===== config.mk =====
export PLATFORM = sky130hd
export DESIGN_NAME = uart_tx_frame_flat
export DESIGN_NICKNAME = d
export VERILOG_FILES = /design/src/rtl/uart_tx_frame_if.sv /design/src/rtl/uart_tx_frame.sv /design/src/flat_wrapper.sv
export SDC_FILE = /design/constraint.sdc
export NUM_CORES = 1
export LEC_CHECK = 0
export ABC_AREA = 0
export CAP_MARGIN = 20
export CORE_ASPECT_RATIO = 1.25
export CORE_MARGIN = 1.5
export CORE_UTILIZATION = 60
export DETAILED_ROUTE_END_ITERATION = 8
export PLACE_DENSITY = 0.83
export REMOVE_ABC_BUFFERS = 1
export SYNTH_ARGS = -nofsm -noshare
export SYNTH_HDL_FRONTEND = slang
export SYNTH_SLANG_ARGS = --single-unit

===== constraint.sdc =====
create_clock -name Clk -period 4.3 [get_ports Clk]
set_input_delay 0.86 -clock Clk [delete_from_list [all_inputs] [get_ports Clk]]
set_output_delay 0.86 -clock Clk [all_outputs]
set_load 0.02 [all_outputs]

===== src/rtl/uart_tx_frame_if.sv =====
// Byte-source handshake into the UART transmitter: valid/ready plus payload.
interface uart_tx_frame_if #(
    parameter int DATA_BITS = 8
);
    logic                 tx_valid;
    logic [DATA_BITS-1:0] tx_data;
    logic                 tx_ready;

    // Producer side (packetiser)
    modport master (output tx_valid, output tx_data, input tx_ready);
    // Consumer side (transmitter)
    modport slave  (input tx_valid, input tx_data, output tx_ready);
endinterface


===== src/rtl/uart_tx_frame.sv =====
// Parametrised UART transmitter: start bit, DATA_BITS payload bits LSB first,
// optional odd/even parity bit, one or two stop bits. Each bit lasts
// CLK_FREQ/BAUD clock cycles. The line output is registered.
module uart_tx_frame #(
    parameter int CLK_FREQ  = 50000000,
    parameter int BAUD      = 9600,
    parameter int DATA_BITS = 8,
    parameter int PARITY    = 0,   // 0 none, 1 odd, 2 even
    parameter int STOP_BITS = 1
) (
    input  logic           Clk,
    input  logic           reset_n,
    uart_tx_frame_if.slave tx_if,
    output logic           serial,
    output logic           tx_busy,
    output logic           tx_done
);

    localparam int CLKS_PER_BIT = CLK_FREQ / BAUD;
    localparam int CNT_W        = (CLKS_PER_BIT > 2) ? $clog2(CLKS_PER_BIT) : 1;
    localparam int IDX_W        = $clog2(DATA_BITS);

    // Refuse to build with parameters the frame format cannot express
    generate
        if (DATA_BITS < 5 || DATA_BITS > 9) begin : g_bad_data_bits
            $error("uart_tx_frame: DATA_BITS must be in 5..9");
        end
        if (PARITY < 0 || PARITY > 2) begin : g_bad_parity
            $error("uart_tx_frame: PARITY must be 0, 1 or 2");
        end
        if (STOP_BITS < 1 || STOP_BITS > 2) begin : g_bad_stop_bits
            $error("uart_tx_frame: STOP_BITS must be 1 or 2");
        end
        if (CLKS_PER_BIT < 2) begin : g_bad_baud
            $error("uart_tx_frame: CLK_FREQ/BAUD must be at least 2");
        end
    endgenerate

    typedef enum logic [2:0] {
        S_IDLE,
        S_START,
        S_DATA,
        S_PARITY,
        S_STOP
    } state_t;

    state_t               state, state_d;
    logic [CNT_W-1:0]     baud_cnt, baud_d;
    logic [IDX_W-1:0]     bit_idx, bit_idx_d;   // data bit index, reused as stop-bit index
    logic [DATA_BITS-1:0] data_q;
    logic                 parity_q;
    logic                 serial_q, serial_d;
    logic                 done_q, done_d;

    logic tick;
    logic accept;
    logic last_data;
    logic last_stop;

    assign tick      = (baud_cnt == CNT_W'(CLKS_PER_BIT - 1));
    assign accept    = tx_if.tx_valid && (state == S_IDLE);
    assign last_data = (bit_idx == IDX_W'(DATA_BITS - 1));
    assign last_stop = (bit_idx == IDX_W'(STOP_BITS - 1));

    // State, baud counter and bit index registers
    always_ff @(posedge Clk or negedge reset_n) begin
        if (!reset_n) begin
            state    <= S_IDLE;
            baud_cnt <= '0;
            bit_idx  <= '0;
        end else begin
            state    <= state_d;
            baud_cnt <= baud_d;
            bit_idx  <= bit_idx_d;
        end
    end

    // Next-state logic: every bit ends on the baud terminal count
    always_comb begin
        state_d   = state;
        bit_idx_d = bit_idx;
        // Counter idles at 0 and restarts at every bit boundary
        baud_d    = (state == S_IDLE || tick) ? '0 : baud_cnt + 1'b1;
        case (state)
            S_IDLE: begin
                bit_idx_d = '0;
                if (accept) state_d = S_START;
            end
            S_START: begin
                if (tick) begin
                    state_d   = S_DATA;
                    bit_idx_d = '0;
                end
            end
            S_DATA: begin
                if (tick) begin
                    if (last_data) begin
                        state_d   = (PARITY != 0) ? S_PARITY : S_STOP;
                        bit_idx_d = '0;
                    end else begin
                        bit_idx_d = bit_idx + 1'b1;
                    end
                end
            end
            S_PARITY: begin
                if (tick) begin
                    state_d   = S_STOP;
                    bit_idx_d = '0;
                end
            end
            S_STOP: begin
                if (tick) begin
                    if (last_stop) begin
                        state_d   = S_IDLE;
                        bit_idx_d = '0;
                    end else begin
                        bit_idx_d = bit_idx + 1'b1;
                    end
                end
            end
            default: begin
                state_d   = S_IDLE;
                bit_idx_d = '0;
            end
        endcase
    end

    // Outputs: line level for the coming cycle, handshake and status
    always_comb begin
        // Line value is looked up from the next state so the register
        // changes on the same edge as the state
        case (state_d)
            S_START:  serial_d = 1'b0;
            S_DATA:   serial_d = data_q[bit_idx_d];
            S_PARITY: serial_d = parity_q;
            default:  serial_d = 1'b1;
        endcase
        done_d         = (state == S_STOP) && tick && last_stop;
        tx_if.tx_ready = (state == S_IDLE);
        tx_busy        = (state != S_IDLE);
    end

    // Payload capture at acceptance, registered line and done pulse
    always_ff @(posedge Clk or negedge reset_n) begin
        if (!reset_n) begin
            data_q   <= '0;
            parity_q <= 1'b0;
            serial_q <= 1'b1;
            done_q   <= 1'b0;
        end else begin
            if (accept) begin
                data_q   <= tx_if.tx_data;
                parity_q <= (PARITY == 1) ? ~^tx_if.tx_data : ^tx_if.tx_data;
            end
            serial_q <= serial_d;
            done_q   <= done_d;
        end
    end

    assign serial  = serial_q;
    assign tx_done = done_q;

endmodule


===== src/flat_wrapper.sv =====
// flat-port wrapper written by rule: the top's interface ports become plain ports
module uart_tx_frame_flat 
#(
    parameter int CLK_FREQ  = 50000000,
    parameter int BAUD      = 9600,
    parameter int DATA_BITS = 8,
    parameter int PARITY    = 0,                           
    parameter int STOP_BITS = 1
)
  (Clk, reset_n, serial, tx_busy, tx_done, tx_if_tx_valid, tx_if_tx_data, tx_if_tx_ready);
  uart_tx_frame_if #(.DATA_BITS(DATA_BITS)) tx_if_i ();
  input  logic Clk;
  input  logic reset_n;
  output logic serial;
  output logic tx_busy;
  output logic tx_done;
  input wire logic [$bits(tx_if_i.tx_valid)-1:0] tx_if_tx_valid;
  input wire logic [$bits(tx_if_i.tx_data)-1:0] tx_if_tx_data;
  output wire logic [$bits(tx_if_i.tx_ready)-1:0] tx_if_tx_ready;
  assign tx_if_i.tx_valid = tx_if_tx_valid;
  assign tx_if_i.tx_data = tx_if_tx_data;
  assign tx_if_tx_ready = tx_if_i.tx_ready;
  uart_tx_frame #(.CLK_FREQ(CLK_FREQ), .BAUD(BAUD), .DATA_BITS(DATA_BITS), .PARITY(PARITY), .STOP_BITS(STOP_BITS)) u_core (.Clk(Clk), .reset_n(reset_n), .tx_if(tx_if_i), .serial(serial), .tx_busy(tx_busy), .tx_done(tx_done));
endmodule

==> impl_metrics.yaml <==
worst_setup_path:
  crit_type: "reg2reg"
  endpoint_kind: "flip-flop"
  path_delay_family: "simple AND/OR/NAND/NOR gates"
  crit_chain: "or4b_1, or3_4, o41ai_4, nand2_2, a221oi_1, o32ai_1, a211o_1"
  critical_path_depth: 7
  worstPathRequired_ps: 4560
  crit_buf_inv: 0
  worstSetupStartpointType: "flip-flop"
  slowest_stage: "or4b_1"
  r2r_setup_slack_ps: 1550
  arrival_ps: 3000
  crit_path_max_incr_delay_ps: 560
  cp_max_fo: 12
  worst_r2r_path_depth: 7
clock_tree:
  tritoncts: "done"
  clk_pin_slew_ps: 90
  clock_latency_ps: 320
  clk_path_buf_depth: 2
  cts_buffers: 5
  cts.repair.resized: 0
  root_buffer: "clkbuf_4"
  clock-sinks: 30
  h-tree-depth: 2
  post_cts_buffers: 0
  ctsHoldBuffers: 0
synthesis:
  synth_top_area_share_pct: 47.2
  synth_area_leaders: "dfrtp_1 (47%), xnor2_1 (6.8%), mux2_2 (5.9%)"
  ys.flop_type: "dfrtp_1"
  ys_async_sr_fraction_pct: 100
  yosys.area.top_type: "dfrtp_1"
  synth-edff-count: 0
  synth_cell_type_count: 38
  yosys_warnings: 0
  netlist_area_mm2: 0.00154
  synth_seq_area_share_pct: 48.9
  synth-seq-cells: 30
  synth.most_common_cell: "dfrtp_1"
  syn_area_per_cell_um2: 10.5
  syn_inst: 147
  synth_common_cells: "dfrtp_1 (29), nor2_1 (21), xnor2_1 (12)"
floorplanning:
  die_w_um: 48.3
  num_rows: 20
  initial_core_util_pct: 63.3
  coreArea_mm2: 0.00243
  die_h_um: 59.6
  io_pins: 15
  dieArea_mm2: 0.00288
hold_path:
  whs_path_depth: 1
  holdCritPathClass: "reg2reg"
sta:
  slew_violations: 0
  slew_headroom_pct: 68.3
  rsz0062_at_grt: "no"
  clock_skew_ps: 3.89
  holdWs_ps: 496
  tightest_slew_ps: 472
  tns_ps: 0
  hold_violations: 0
  period_share_pct: 63.8
  finalSetupViolations: 0
  clock.fmax_mhz: 364
  post-route-min-period_ps: 2750
global_routing:
  grt_overflow: 0
  grt_max_degree: 31
  grt_use_total_pct: 23.2
  antenna_found_initial: 0
  grt_first_pass_wirelength_um: 4570
  grt_pass1_vias: 1090
placement:
  hpwl_um: 1970
  io_buffers: 14
  dp_cells: 192
  globalplace.congestion: 0.796
status:
  status: "finished, final reports clean"
layout:
  area_growth_pct: 16.6
  fin_cells: 200
  antennaDiodeCount: 0
  finish.net_count: 181
  layout-drive-gt1-share_pct: 13.8
route:
  drtIter0Drc: 12
  antenna_left: 0
  drt-pass1-iter-count: 4
  drc: 0
  wl_per_cell_um: 13.4
  via_count: 1106
  wl_um: 2690
  vias_per_cell: 5.53
flow_run:
  drv_cap: 0
power_and_ir_drop:
  power_leakage_uw: 0.000825
  powerDensity_mw_per_mm2: 407
  ir_worst_vdd_mv: 0.276
-- path summary, 6_finish.rpt --
check	start	endpoint
max	u_core.baud_cnt[8]	u_core.serial
min	u_core.baud_cnt[0]	u_core.baud_cnt[0]
min reg2reg	u_core.baud_cnt[0]	u_core.baud_cnt[0]
max reg2reg	u_core.baud_cnt[8]	u_core.serial
min in group asynchronous	reset_n	u_core.baud_cnt[4]
max in group asynchronous	reset_n	u_core.serial
-- cells by family after synthesis --
family                   count (synthesis)  synth area share [%]
AO/OA/AOI/OAI                           17                  9.69
XOR/XNOR                                19                  10.8
adder cells (fa/ha/maj)                  4                  3.26
buffers and inverters                   13                  3.26
flip-flops                              30                  48.9
multiplexers                             8                  5.86
AND/OR/NAND/NOR                         56                  18.2
-- worst register-to-register path, stage by stage, from the launching register on --
cell	delay (ps)
dfrtp_1	440
or4b_1	560
or3_4	420
o41ai_4	380
nand2_2	150
a221oi_1	340
o32ai_1	130
a211o_1	270
-- routing by layer --
metal	routed length, um	GRT usage (%)	up-vias
met4	64	10.8	0
met1	1260	29.0	541
li1	-	-	538
met3	97	8.84	8
met5	0	0	-
met2	1270	34.6	19
-- flip-flops by register name (all words and copies together) (netlist names) --
signal and count:
u_core.baud_cnt 13, u_core.bit_idx 3, u_core.data_q 8, u_core.parity_q 1, u_core.serial 1, u_core.state 3
u_core.tx_done 1
-- power breakdown --
| group | internal [uW] | leakage [uW] | switching [uW] |
|---|---|---|---|
| clock | 112 | 0.0000446 | 91.0 |
| combinational | 82.4 | 0.000397 | 63.2 |
| sequential | 338 | 0.000383 | 42.7 |
-- area by class of cell --
| class | count | area [um^2] |
|---|---|---|
| clock buffers | 8 | 78.8 |
| inverters | 10 | 37.5 |
| multi-input cells | 104 | 734 |
| flip-flops and latches | 30 | 752 |
| well taps | 33 | 41.3 |
| repair buffers | 15 | 148 |
| fillers | 177 | 636 |
-- layout by cell type (no fill, tap or decap), drive strengths merged, types with 2 or more instances in the layout --
master and n:
dfrtp 29, nor2 21, clkdlybuf4s50 14, xnor2 12
nand2 11, inv 10, mux2 8, clkbuf 8
nand3 7, xor2 7, ha 4, and3 3
and2 3, a21oi 2, nand2b 2, a31oi 2
o31ai 2, a221oi 2, nor3 2
-- per-stage QoR --
stage               area (um^2)  setup WS [ps]  total power (uW)  util, %
floorplan                  1520           1750               481        -
global placement           1710           1670               526     70.6
detailed placement         1710           1600               532     70.6
CTS                        1790           1570               738     73.8
global route               1790           1420               773     73.8
finish                     1790           1550               729     73.8
No activity file was read; power rests on OpenSTA's default activity.
